<file path="config.mk">
export PLATFORM = sky130hd
export DESIGN_NAME = fifo_flux
export DESIGN_NICKNAME = d
export VERILOG_FILES = /design/src/rtl/fifo_flux.sv
export SDC_FILE = /design/constraint.sdc
export NUM_CORES = 1
export LEC_CHECK = 0
export ABC_AREA = 1
export CORE_ASPECT_RATIO = 0.9
export CORE_MARGIN = 3
export CORE_UTILIZATION = 49
export DETAILED_ROUTE_END_ITERATION = 10
export GPL_TIMING_DRIVEN = 0
export PLACE_DENSITY_LB_ADDON = 0.05
export SETUP_SLACK_MARGIN = 0.02
export SYNTH_ARGS = -nofsm -noshare
export SYNTH_HDL_FRONTEND = slang
export SYNTH_SLANG_ARGS = --single-unit
</file>
<file path="constraint.sdc">
create_clock -name clk -period 2.8 [get_ports clk]
set_input_delay 0.56 -clock clk [delete_from_list [all_inputs] [get_ports clk]]
set_output_delay 0.56 -clock clk [all_outputs]
set_load 0.01 [all_outputs]
</file>
<file path="src/rtl/fifo_flux.sv">
// fifo_flux: tagged multi-flux token FIFO.
// One circular queue per flux shares a single write port and a single
// first-word-fall-through read port. Fluxes never block each other: a full
// flux only drops its own tokens and raises its own sticky overflow flag.
module fifo_flux #(
  parameter int DATA_WIDTH = 4,
  parameter int DEPTH      = 4,
  parameter int FLUX       = 1,
  localparam int TAG_W     = (FLUX > 1) ? $clog2(FLUX) : 0,
  localparam int TW        = DATA_WIDTH + TAG_W
) (
  input  logic            clk,
  input  logic            rst,
  input  logic [TW-1:0]   din,
  input  logic            write,
  output logic [FLUX-1:0] full,
  output logic [TW-1:0]   dout,
  input  logic [FLUX-1:0] read,
  output logic [FLUX-1:0] empty,
  output logic [FLUX-1:0] overflow
);

  // Flux index width is at least one bit so the selects stay legal when FLUX = 1.
  localparam int SEL_W = (FLUX > 1) ? $clog2(FLUX) : 1;
  localparam int PTR_W = (DEPTH > 1) ? $clog2(DEPTH) : 1;
  localparam int CNT_W = $clog2(DEPTH + 1);

  localparam logic [PTR_W-1:0] PTR_LAST = PTR_W'(DEPTH - 1);
  localparam logic [CNT_W-1:0] CNT_FULL = CNT_W'(DEPTH);
  localparam logic [CNT_W-1:0] CNT_ZERO = CNT_W'(0);

  // Storage and per-flux bookkeeping.
  logic [DATA_WIDTH-1:0] mem_r   [FLUX][DEPTH];
  logic [PTR_W-1:0]      wptr_r  [FLUX];
  logic [PTR_W-1:0]      rptr_r  [FLUX];
  logic [CNT_W-1:0]      count_r [FLUX];
  logic [FLUX-1:0]       overflow_r;

  // Decoded write request.
  logic [SEL_W-1:0]      wr_flux_s;
  logic                  wr_tag_ok_s;
  logic [DATA_WIDTH-1:0] wr_data_s;

  // Per-flux status and strobes.
  logic [FLUX-1:0]       full_s;
  logic [FLUX-1:0]       empty_s;
  logic [FLUX-1:0]       wr_ok_s;
  logic [FLUX-1:0]       wr_drop_s;
  logic [FLUX-1:0]       rd_ok_s;

  // Read select and output mux.
  logic [SEL_W-1:0]      rd_sel_s;
  logic                  rd_valid_s;
  logic [SEL_W-1:0]      out_sel_s;
  logic                  out_valid_s;
  logic [DATA_WIDTH-1:0] out_data_s;

  // Circular pointer advance by explicit compare, so DEPTH need not be a power of two.
  function automatic logic [PTR_W-1:0] ptr_inc(input logic [PTR_W-1:0] p);
    logic [PTR_W-1:0] n;
    if (p == PTR_LAST) begin
      n = '0;
    end else begin
      n = p + PTR_W'(1);
    end
    return n;
  endfunction

  assign wr_data_s = din[DATA_WIDTH-1:0];

  // Tag field decode; a single-flux FIFO has no tag and always targets flux 0.
  generate
    if (FLUX > 1) begin : g_tag
      logic [TAG_W-1:0] tag_s;
      assign tag_s       = din[TW-1:DATA_WIDTH];
      assign wr_flux_s   = tag_s;
      // Tags beyond the last flux are silently discarded.
      assign wr_tag_ok_s = ({1'b0, tag_s} < (TAG_W + 1)'(FLUX));
    end else begin : g_notag
      assign wr_flux_s   = 1'b0;
      assign wr_tag_ok_s = 1'b1;
    end
  endgenerate

  // Full/empty are pure decodes of the registered counts, so they cannot glitch on inputs.
  always_comb begin
    full_s  = '0;
    empty_s = '0;
    for (int f = 0; f < FLUX; f++) begin
      full_s[f]  = (count_r[f] == CNT_FULL);
      empty_s[f] = (count_r[f] == CNT_ZERO);
    end
  end

  // Route the write to its flux; a full flux drops it (a same-cycle read does not make room).
  always_comb begin
    wr_ok_s   = '0;
    wr_drop_s = '0;
    for (int f = 0; f < FLUX; f++) begin
      if (write && wr_tag_ok_s && (wr_flux_s == SEL_W'(f))) begin
        if (full_s[f]) begin
          wr_drop_s[f] = 1'b1;
          wr_ok_s[f]   = 1'b0;
        end else begin
          wr_drop_s[f] = 1'b0;
          wr_ok_s[f]   = 1'b1;
        end
      end else begin
        wr_drop_s[f] = 1'b0;
        wr_ok_s[f]   = 1'b0;
      end
    end
  end

  // Lowest requested non-empty flux wins the read port; other requests are not remembered.
  always_comb begin
    rd_valid_s = 1'b0;
    rd_sel_s   = '0;
    for (int f = 0; f < FLUX; f++) begin
      if (!rd_valid_s && read[f] && !empty_s[f]) begin
        rd_valid_s = 1'b1;
        rd_sel_s   = SEL_W'(f);
      end else begin
        rd_sel_s   = rd_sel_s;
      end
    end
  end

  // One-hot pop strobe for the selected flux.
  always_comb begin
    rd_ok_s = '0;
    for (int f = 0; f < FLUX; f++) begin
      if (rd_valid_s && (rd_sel_s == SEL_W'(f))) begin
        rd_ok_s[f] = 1'b1;
      end else begin
        rd_ok_s[f] = 1'b0;
      end
    end
  end

  // Output source: the flux being read, else the lowest non-empty flux, else nothing.
  always_comb begin
    out_valid_s = 1'b0;
    out_sel_s   = '0;
    if (rd_valid_s) begin
      out_valid_s = 1'b1;
      out_sel_s   = rd_sel_s;
    end else begin
      for (int f = 0; f < FLUX; f++) begin
        if (!out_valid_s && !empty_s[f]) begin
          out_valid_s = 1'b1;
          out_sel_s   = SEL_W'(f);
        end else begin
          out_sel_s   = out_sel_s;
        end
      end
    end
  end

  assign out_data_s = mem_r[out_sel_s][rptr_r[out_sel_s]];

  // Pack the head token; the tag field carries the flux index it came from.
  generate
    if (FLUX > 1) begin : g_dout_tag
      // Tagged output word, zero when every flux is empty.
      always_comb begin
        if (out_valid_s) begin
          dout = {out_sel_s, out_data_s};
        end else begin
          dout = '0;
        end
      end
    end else begin : g_dout_notag
      // Untagged output word, zero when the queue is empty.
      always_comb begin
        if (out_valid_s) begin
          dout = out_data_s;
        end else begin
          dout = '0;
        end
      end
    end
  endgenerate

  // Pointers, counts and sticky overflow; rst clears them immediately without a clock.
  always_ff @(posedge clk or posedge rst) begin
    if (rst) begin
      for (int f = 0; f < FLUX; f++) begin
        wptr_r[f]  <= '0;
        rptr_r[f]  <= '0;
        count_r[f] <= '0;
      end
      overflow_r <= '0;
    end else begin
      for (int f = 0; f < FLUX; f++) begin
        if (wr_ok_s[f]) begin
          wptr_r[f] <= ptr_inc(wptr_r[f]);
        end
        if (rd_ok_s[f]) begin
          rptr_r[f] <= ptr_inc(rptr_r[f]);
        end
        case ({wr_ok_s[f], rd_ok_s[f]})
          2'b10:   count_r[f] <= count_r[f] + CNT_W'(1);
          2'b01:   count_r[f] <= count_r[f] - CNT_W'(1);
          default: count_r[f] <= count_r[f];
        endcase
        if (wr_drop_s[f]) begin
          overflow_r[f] <= 1'b1;
        end
      end
    end
  end

  // Token storage has no reset; writes are suppressed while rst is high.
  always_ff @(posedge clk) begin
    for (int f = 0; f < FLUX; f++) begin
      if (!rst && wr_ok_s[f]) begin
        mem_r[f][wptr_r[f]] <= wr_data_s;
      end
    end
  end

  assign full     = full_s;
  assign empty    = empty_s;
  assign overflow = overflow_r;

endmodule
</file>
==> flow_summary.rst, run 1 <==
.. list-table::
   :header-rows: 1

   * - Metric
     - Value
   * - Via Count
     - 800
   * - Cell taking the most area after synthesis
     - sky130_fd_sc_hd__edfxtp_1
   * - Number of clock buffers inserted by TritonCTS
     - 3
   * - Total grt overflow
     - 0
   * - Async SR Flop Fraction
     - 0.333
   * - #FFs+latches synth
     - 24
   * - Remaining number of nets flagged by the antenna check after routing
     - 0
   * - Element type at the critical path start
     - register
   * - Number of optimization iterations in the first detailed-route pass
     - 4
   * - Leakage power total
     - 0.682 nW
   * - Buffers from clock root to sink, at most
     - 2
   * - NumNets Final
     - 159
   * - # resized after CTS
     - 0
   * - Clock insertion delay at the later pin of the skew report
     - 0.31 ns
   * - Arrival time worst endpoint
     - 1.73 ns
   * - Total count of hold-check failures in the final report
     - 0
   * - Post-synthesis cell type count
     - 21
   * - First-pass GRT wire length
     - 3420 um
   * - Worst-path cell chain
     - inv_1 > nand3_1 > a21oi_1 > clkdlybuf4s50_1
   * - Post-detailed-placement half-perimeter wirelength
     - 1570 um
   * - Area post-placement
     - 0.00139 sq mm
   * - I/O pin count
     - 15
   * - Count of hold buffers inserted by post-cts repair
     - 0
   * - Top post-synthesis cells by area
     - sky130_fd_sc_hd__edfxtp_1 40%, sky130_fd_sc_hd__dfrtp_1 16%, sky130_fd_sc_hd__nand2_1 9.0%
   * - CTS H-Tree Depth
     - 1
   * - Final count of negative-setup-slack endpoints
     - 0
   * - Total negative slack for setup checks
     - 0 ns
   * - Largest voltage drop on the vdd net
     - 0.000619 V
   * - Power consumption
     - 1.43 mW
   * - Post-CTS setup buffer count
     - 0
   * - CTS tree
     - done
   * - Setup repair after global routing missed its margin
     - no
   * - Synthesized net count
     - 140
   * - Mean number of vias per cell
     - 4.71
   * - Diode insertion count for antenna repair
     - 0
   * - Drt initial violations
     - 19
   * - Maximum operating frequency
     - 438 MHz
   * - Die Width
     - 58.5 um
   * - Clock-pin transition on the worst setup and hold timing paths
     - 0.13 ns
   * - Root buffer cell
     - sky130_fd_sc_hd__clkbuf_4
   * - Port buffer count
     - 14
   * - Pwr Density
     - 991 mW/mm^2
   * - Synthesized instance count
     - 125
   * - Clk sink count
     - 24
   * - Final design area excluding fillers
     - 0.00144 sq mm
   * - Max-capacitance violation count
     - 0
   * - Syn Std Cell Area
     - 0.00121 sq mm
   * - Post-synth EDFFs
     - 16
   * - Synth top area share
     - 0.395
   * - Class of the tightest hold or removal check
     - reg -> reg
   * - Startpoint of the most critical hold path
     - overflow
   * - Most used standard cell by instance count after synthesis
     - sky130_fd_sc_hd__nand2_1
   * - Kind of critical path
     - reg -> out
   * - Seq/Total Area, Yosys
     - 0.560
   * - Maximum fanout encountered on the critical timing path
     - 7
   * - Period Utilization, post-route
     - 0.816
   * - Transition time of the tightest slew-check pin
     - 0.442 ns
   * - Wirelength, routed
     - 2010 um
   * - Synthesis-to-finish area growth
     - 18.6%
   * - Largest net degree at the start of global routing
     - 15
   * - Final routed DRC violation total
     - 0
   * - Die area
     - 0.00311 sq mm
   * - Kind of capture point of the worst setup path
     - primary output
   * - Number of max-slew violations in the final report
     - 0
   * - GRT Total Usage
     - 0.154
   * - Standard-cell rows
     - 16
   * - CP max stage cell
     - sky130_fd_sc_hd__clkdlybuf4s50_1
   * - Top flip-flop cell by instance count after synthesis
     - sky130_fd_sc_hd__edfxtp_1
   * - Slew HR
     - 0.704
   * - Vias in the first global route
     - 729
   * - Worst endpoint required time
     - 2.24 ns
   * - Average detailed-routed wire length per instance
     - 11.8 um
   * - Number of antenna violations at the first check in global routing
     - 0
   * - Critical path startpoint
     - rptr_r[1]
   * - Avg Cell Area, Syn
     - 9.72 sq um
   * - Initial Util
     - 0.537
   * - Area of the core region
     - 0.00226 sq mm
   * - Die extent in y
     - 53.2 um
   * - Fin Clk Skew
     - 0.00689 ns
   * - Post-route worst hold slack
     - 0.493 ns
   * - Delay of the slowest cell on the worst path
     - 0.54 ns
   * - RePlAce Congestion
     - 0.784
   * - Run status
     - finished, final reports clean
   * - Worst flop-to-flop path startpoint
     - count_r[0]
   * - Most common library cells after synthesis
     - 29 x sky130_fd_sc_hd__nand2_1, 28 x sky130_fd_sc_hd__inv_1, 16 x sky130_fd_sc_hd__edfxtp_1, 10 x sky130_fd_sc_hd__nand3_1, 8 x sky130_fd_sc_hd__dfrtp_1
   * - Min cycle time layout
     - 2.29 ns
   * - Share of the core filled with cells
     - 0.637
   * - Share of final-layout standard cells stronger than drive strength 1
     - 0.112
   * - Yosys warning count
     - 0
per-stage QoR:
stage / cells / setup WS, ns
6_report: 170 / 0.515
5_1_grt: 170 / 0.373
4_1_cts: 170 / 0.502
3_5_place_dp: 166 / 0.585
3_3_place_gp: 166 / 0.623
2_1_floorplan: 125 / 1.18
final timing paths:
kind | end | slack (ns) | cells after the start
max | dout[0] | 0.51 | 4
min | overflow | 0.49 | 1
max reg2reg | count_r[2] | 1.03 | 10
min reg2reg | overflow | 0.49 | 1
max in group asynchronous | rptr_r[1] | 2.05 | 2
min in group asynchronous | count_r[1] | 0.50 | 2
routing by layer:
layer  wire length [um]  global-route usage  vias up
met1                999               0.216      356
met2                867               0.225       18
met3                128              0.0439        2
met5                  0                   0        -
met4                 18              0.0541        0
li1                   -                   -      424
final cells by class:
cell class / instances / area [sq um]
Fill cell: 191 / 821
Sequential cell: 24 / 681
Multi-Input combinational cell: 66 / 395
Timing Repair Buffer: 14 / 140
Inverter: 34 / 128
Tap cell: 27 / 33.8
Clock inverter: 1 / 30.0
Clock buffer: 3 / 22.5
Buffer: 1 / 11.3
registers in the layout, summed over array words and instances, names as in the netlist:
signal / cells
overflow: 1
count_r: 3
mem_r: 16
wptr_r: 2
rptr_r: 2
critical path, delay by kind of cell, from the launching register on:
family                 cells  cell delay [ns]
AND/OR/NAND/NOR            1             0.09
buffers and inverters      2             0.69
flip-flops                 1             0.48
AO/OA/AOI/OAI              1             0.15
kinds of logic (layout without fill, tap and decap cells):
logic type / after synthesis / after routing / synth area share
simple gates: 50 / 50 / 0.205
buf+inv: 35 / 53 / 0.114
flops: 24 / 24 / 0.560
compound gates: 8 / 8 / 0.0350
fa+ha+maj: 7 / 7 / 0.0783
xor+xnor: 1 / 1 / 0.00721
cells in the final DEF (no fill, tap or decap):
cell / n
sky130_fd_sc_hd__nand2_1: 29
sky130_fd_sc_hd__inv_1: 28
sky130_fd_sc_hd__edfxtp_1: 16
sky130_fd_sc_hd__clkdlybuf4s50_1: 14
sky130_fd_sc_hd__nand3_1: 10
sky130_fd_sc_hd__dfrtp_1: 8
sky130_fd_sc_hd__inv_2: 6
sky130_fd_sc_hd__ha_1: 6
sky130_fd_sc_hd__nor2_1: 4
sky130_fd_sc_hd__a21oi_1: 4
sky130_fd_sc_hd__clkbuf_4: 3
sky130_fd_sc_hd__nand3_4: 2
sky130_fd_sc_hd__o21ai_1: 2
sky130_fd_sc_hd__nand2_2: 1
sky130_fd_sc_hd__nand4_1: 1
sky130_fd_sc_hd__nand2_4: 1
sky130_fd_sc_hd__a21o_1: 1
sky130_fd_sc_hd__nand3_2: 1
sky130_fd_sc_hd__buf_6: 1
sky130_fd_sc_hd__xnor2_1: 1
sky130_fd_sc_hd__o21ai_0: 1
sky130_fd_sc_hd__or2_0: 1
sky130_fd_sc_hd__fa_1: 1
sky130_fd_sc_hd__bufinv_16: 1
report_power, final:
| part | leakage, nW | switching (mW) | internal, mW |
|---|---|---|---|
| registers | 0.240 | 0.0689 | 0.463 |
| clock network | 0.0279 | 0.0993 | 0.145 |
| logic | 0.414 | 0.353 | 0.299 |
| total | 0.682 | 0.521 | 0.907 |
(Power assumes the default switching activity.)
==> run 2: changes to the inputs <==
- CORE_UTILIZATION: 49 -> 48
- clock period: 2.8 -> 1.9 ns (I/O delays scaled with it)
==> flow_summary.rst, run 2 (synthesis gave the netlist of run 1 again) <==
.. list-table::
   :header-rows: 1

   * - Metric
     - Value
   * - Period Utilization, post-route
     - 0.946
   * - Drt initial violations
     - 37
   * - Worst flop-to-flop path startpoint
     - count_r[0]
   * - Run status
     - finished, final reports clean
   * - Die Width
     - 59.0 um
   * - Minimum setup slack among reg-to-reg paths
     - 0.10 ns
   * - Number of clock buffers inserted by TritonCTS
     - 3
   * - Final count of negative-setup-slack endpoints
     - 0
   * - First-pass GRT wire length
     - 3640 um
   * - Kind of capture point of the worst setup path
     - primary output
   * - Count of hold buffers inserted by post-cts repair
     - 0
   * - Transition time of the tightest slew-check pin
     - 0.413 ns
   * - Met1 Wirelength
     - 946 um
   * - Clock insertion delay at the later pin of the skew report
     - 0.31 ns
   * - Clk sink count
     - 24
   * - Average detailed-routed wire length per instance
     - 11.8 um
   * - Register share of total power
     - 0.392
   * - Area of the core region
     - 0.00228 sq mm
   * - Standard-cell rows
     - 16
   * - Diode insertion count for antenna repair
     - 0
   * - Wirelength, routed
     - 2060 um
   * - Worst setup timing slack at the placement stage
     - -0.151 ns
   * - RePlAce Congestion
     - 0.743
   * - Min cycle time layout
     - 1.80 ns
   * - Setup repair after global routing missed its margin
     - yes
   * - Die extent in y
     - 53.7 um
   * - Fin Clk Skew
     - 0.00104 ns
   * - Wire length on met2
     - 966 um
   * - Maximum operating frequency
     - 556 MHz
   * - CTS H-Tree Depth
     - 1
   * - CTS tree
     - done
   * - Leakage power total
     - 0.701 nW
   * - Number of optimization iterations in the first detailed-route pass
     - 4
   * - Vias in the first global route
     - 830
   * - Number of max-slew violations in the final report
     - 0
   * - Largest net degree at the start of global routing
     - 14
   * - Via Count
     - 849
   * - Area post-placement
     - 0.00139 sq mm
   * - Power consumption
     - 1.99 mW
   * - Initial Util
     - 0.532
   * - Class of the tightest hold or removal check
     - in -> async
   * - NumNets Final
     - 164
   * - Terminus of the critical flop-to-flop path
     - count_r[1]
   * - Buffers from clock root to sink, at most
     - 2
   * - Share of final-layout standard cells stronger than drive strength 1
     - 0.189
   * - Leading cell types in the layout, fill and taps excluded
     - 29 x sky130_fd_sc_hd__nand2_1, 27 x sky130_fd_sc_hd__inv_1, 16 x sky130_fd_sc_hd__edfxtp_1
   * - Combinational share of power
     - 0.496
   * - Met3 WL
     - 122 um
   * - Element type at the critical path start
     - register
   * - Die area
     - 0.00317 sq mm
   * - Slew HR
     - 0.723
   * - P_sw
     - 0.802 mW
   * - Root buffer cell
     - sky130_fd_sc_hd__clkbuf_4
   * - Number of antenna violations at the first check in global routing
     - 0
   * - Post-detailed-placement half-perimeter wirelength
     - 1590 um
   * - Power share of the clock group
     - 0.112
   * - GRT Total Usage
     - 0.159
   * - Total grt overflow
     - 0
   * - Clock-pin transition on the worst setup and hold timing paths
     - 0.12 ns
   * - R2r worst-path depth
     - 9
   * - Least setup slack across all paths after layout
     - 0.102 ns
   * - Switching part of the total power
     - 0.403
   * - Max-capacitance violation count
     - 0
   * - Uppermost layer routed
     - met4
   * - Remaining number of nets flagged by the antenna check after routing
     - 0
   * - Largest voltage drop on the vdd net
     - 0.000901 V
   * - Kind of critical path
     - reg -> out
   * - Most common cell after layout, fill and taps aside
     - sky130_fd_sc_hd__nand2_1
   * - Worst endpoint required time
     - 1.52 ns
   * - Total count of hold-check failures in the final report
     - 0
   * - Maximum fanout encountered on the critical timing path
     - 5
   * - Final routed DRC violation total
     - 0
   * - Port buffer count
     - 14
   * - Share of the core filled with cells
     - 0.630
   * - Arrival time worst endpoint
     - 1.42 ns
   * - Final design area excluding fillers
     - 0.00144 sq mm
   * - Internal power component
     - 1.19 mW
   * - Synthesis-to-finish area growth
     - 18.3%
   * - Pwr Density
     - 1380 mW/mm^2
   * - Mean number of vias per cell
     - 4.85
   * - Number of flip-flops in the largest register
     - 16
   * - I/O pin count
     - 15
run 2: changes by cell type in the layout (fill, tap and decap cells not counted), moves of 2 or more:
cell / previous run / this run
sky130_fd_sc_hd__clkbuf_2: 0 / 3
sky130_fd_sc_hd__buf_4: 0 / 5
sky130_fd_sc_hd__dlygate4sd2_1: 0 / 2
sky130_fd_sc_hd__clkdlybuf4s50_1: 14 / 8
run 2: critical path, cell delays in order (launching register included):
cell                            delay (ns)
sky130_fd_sc_hd__dfrtp_1              0.41
sky130_fd_sc_hd__inv_2                0.11
sky130_fd_sc_hd__buf_4                0.13
sky130_fd_sc_hd__nand3_4              0.08
sky130_fd_sc_hd__inv_2                0.10
sky130_fd_sc_hd__dlygate4sd2_1        0.27
run 2: per-stage QoR:
step,hold WS [ns],TNS [ns],cells
after floorplan,0.212,0,125
after global placement,0.438,-0.363,166
after detailed placement,0.448,-1.12,166
after CTS,0.315,0,175
after global routing,0.342,0,175
final,0.321,0,175
run 2: timing repair:
action | in CTS | in global routing
resized for setup | 11 | 8
buffers inserted | 5 | 0
endpoints found under the hold margin | 0 | 0
pin swaps | 0 | 2
cloned | 0 | 0
setup endpoints to repair | 6 | 5
run 2: routing by layer:
| layer | vias up | track usage |
|---|---|---|
| li1 | 431 | - |
| met1 | 392 | 0.209 |
| met2 | 22 | 0.252 |
| met3 | 4 | 0.0240 |
| met4 | 0 | 0.0906 |
| met5 | - | 0 |
run 2: worst max path at each step:
stage | from | end | cells after the start | slack [ns]
floorplan | count_r[0] | count_r[2] | 10 | 0.28
global placement | write | count_r[2] | 9 | -0.09
detailed placement | write | count_r[2] | 9 | -0.15
CTS | rptr_r[0] | dout[1] | 5 | 0.04
global route | count_r[0] | empty | 5 | 0.02
finish | count_r[0] | empty | 5 | 0.10
run 2: cell type report:
type	count	area [sq um]
clock buffer	3	22.5
timing repair buffer	19	155
clock inverter	1	3.75
tap	27	33.8
inverter	34	128
sequential	24	682
buffer	1	11.3
multi-input combinational	66	402
fill	204	845
run 2: power groups by stage:
stage          logic [mW]  registers, mW  clock network, mW
5_1_grt              1.13          0.800              0.255
2_1_floorplan       0.635          0.777                  0
6_report            0.987          0.780              0.223
3_3_place_gp        0.942          0.787                  0
4_1_cts              1.02          0.778              0.238
3_5_place_dp        0.977          0.791                  0
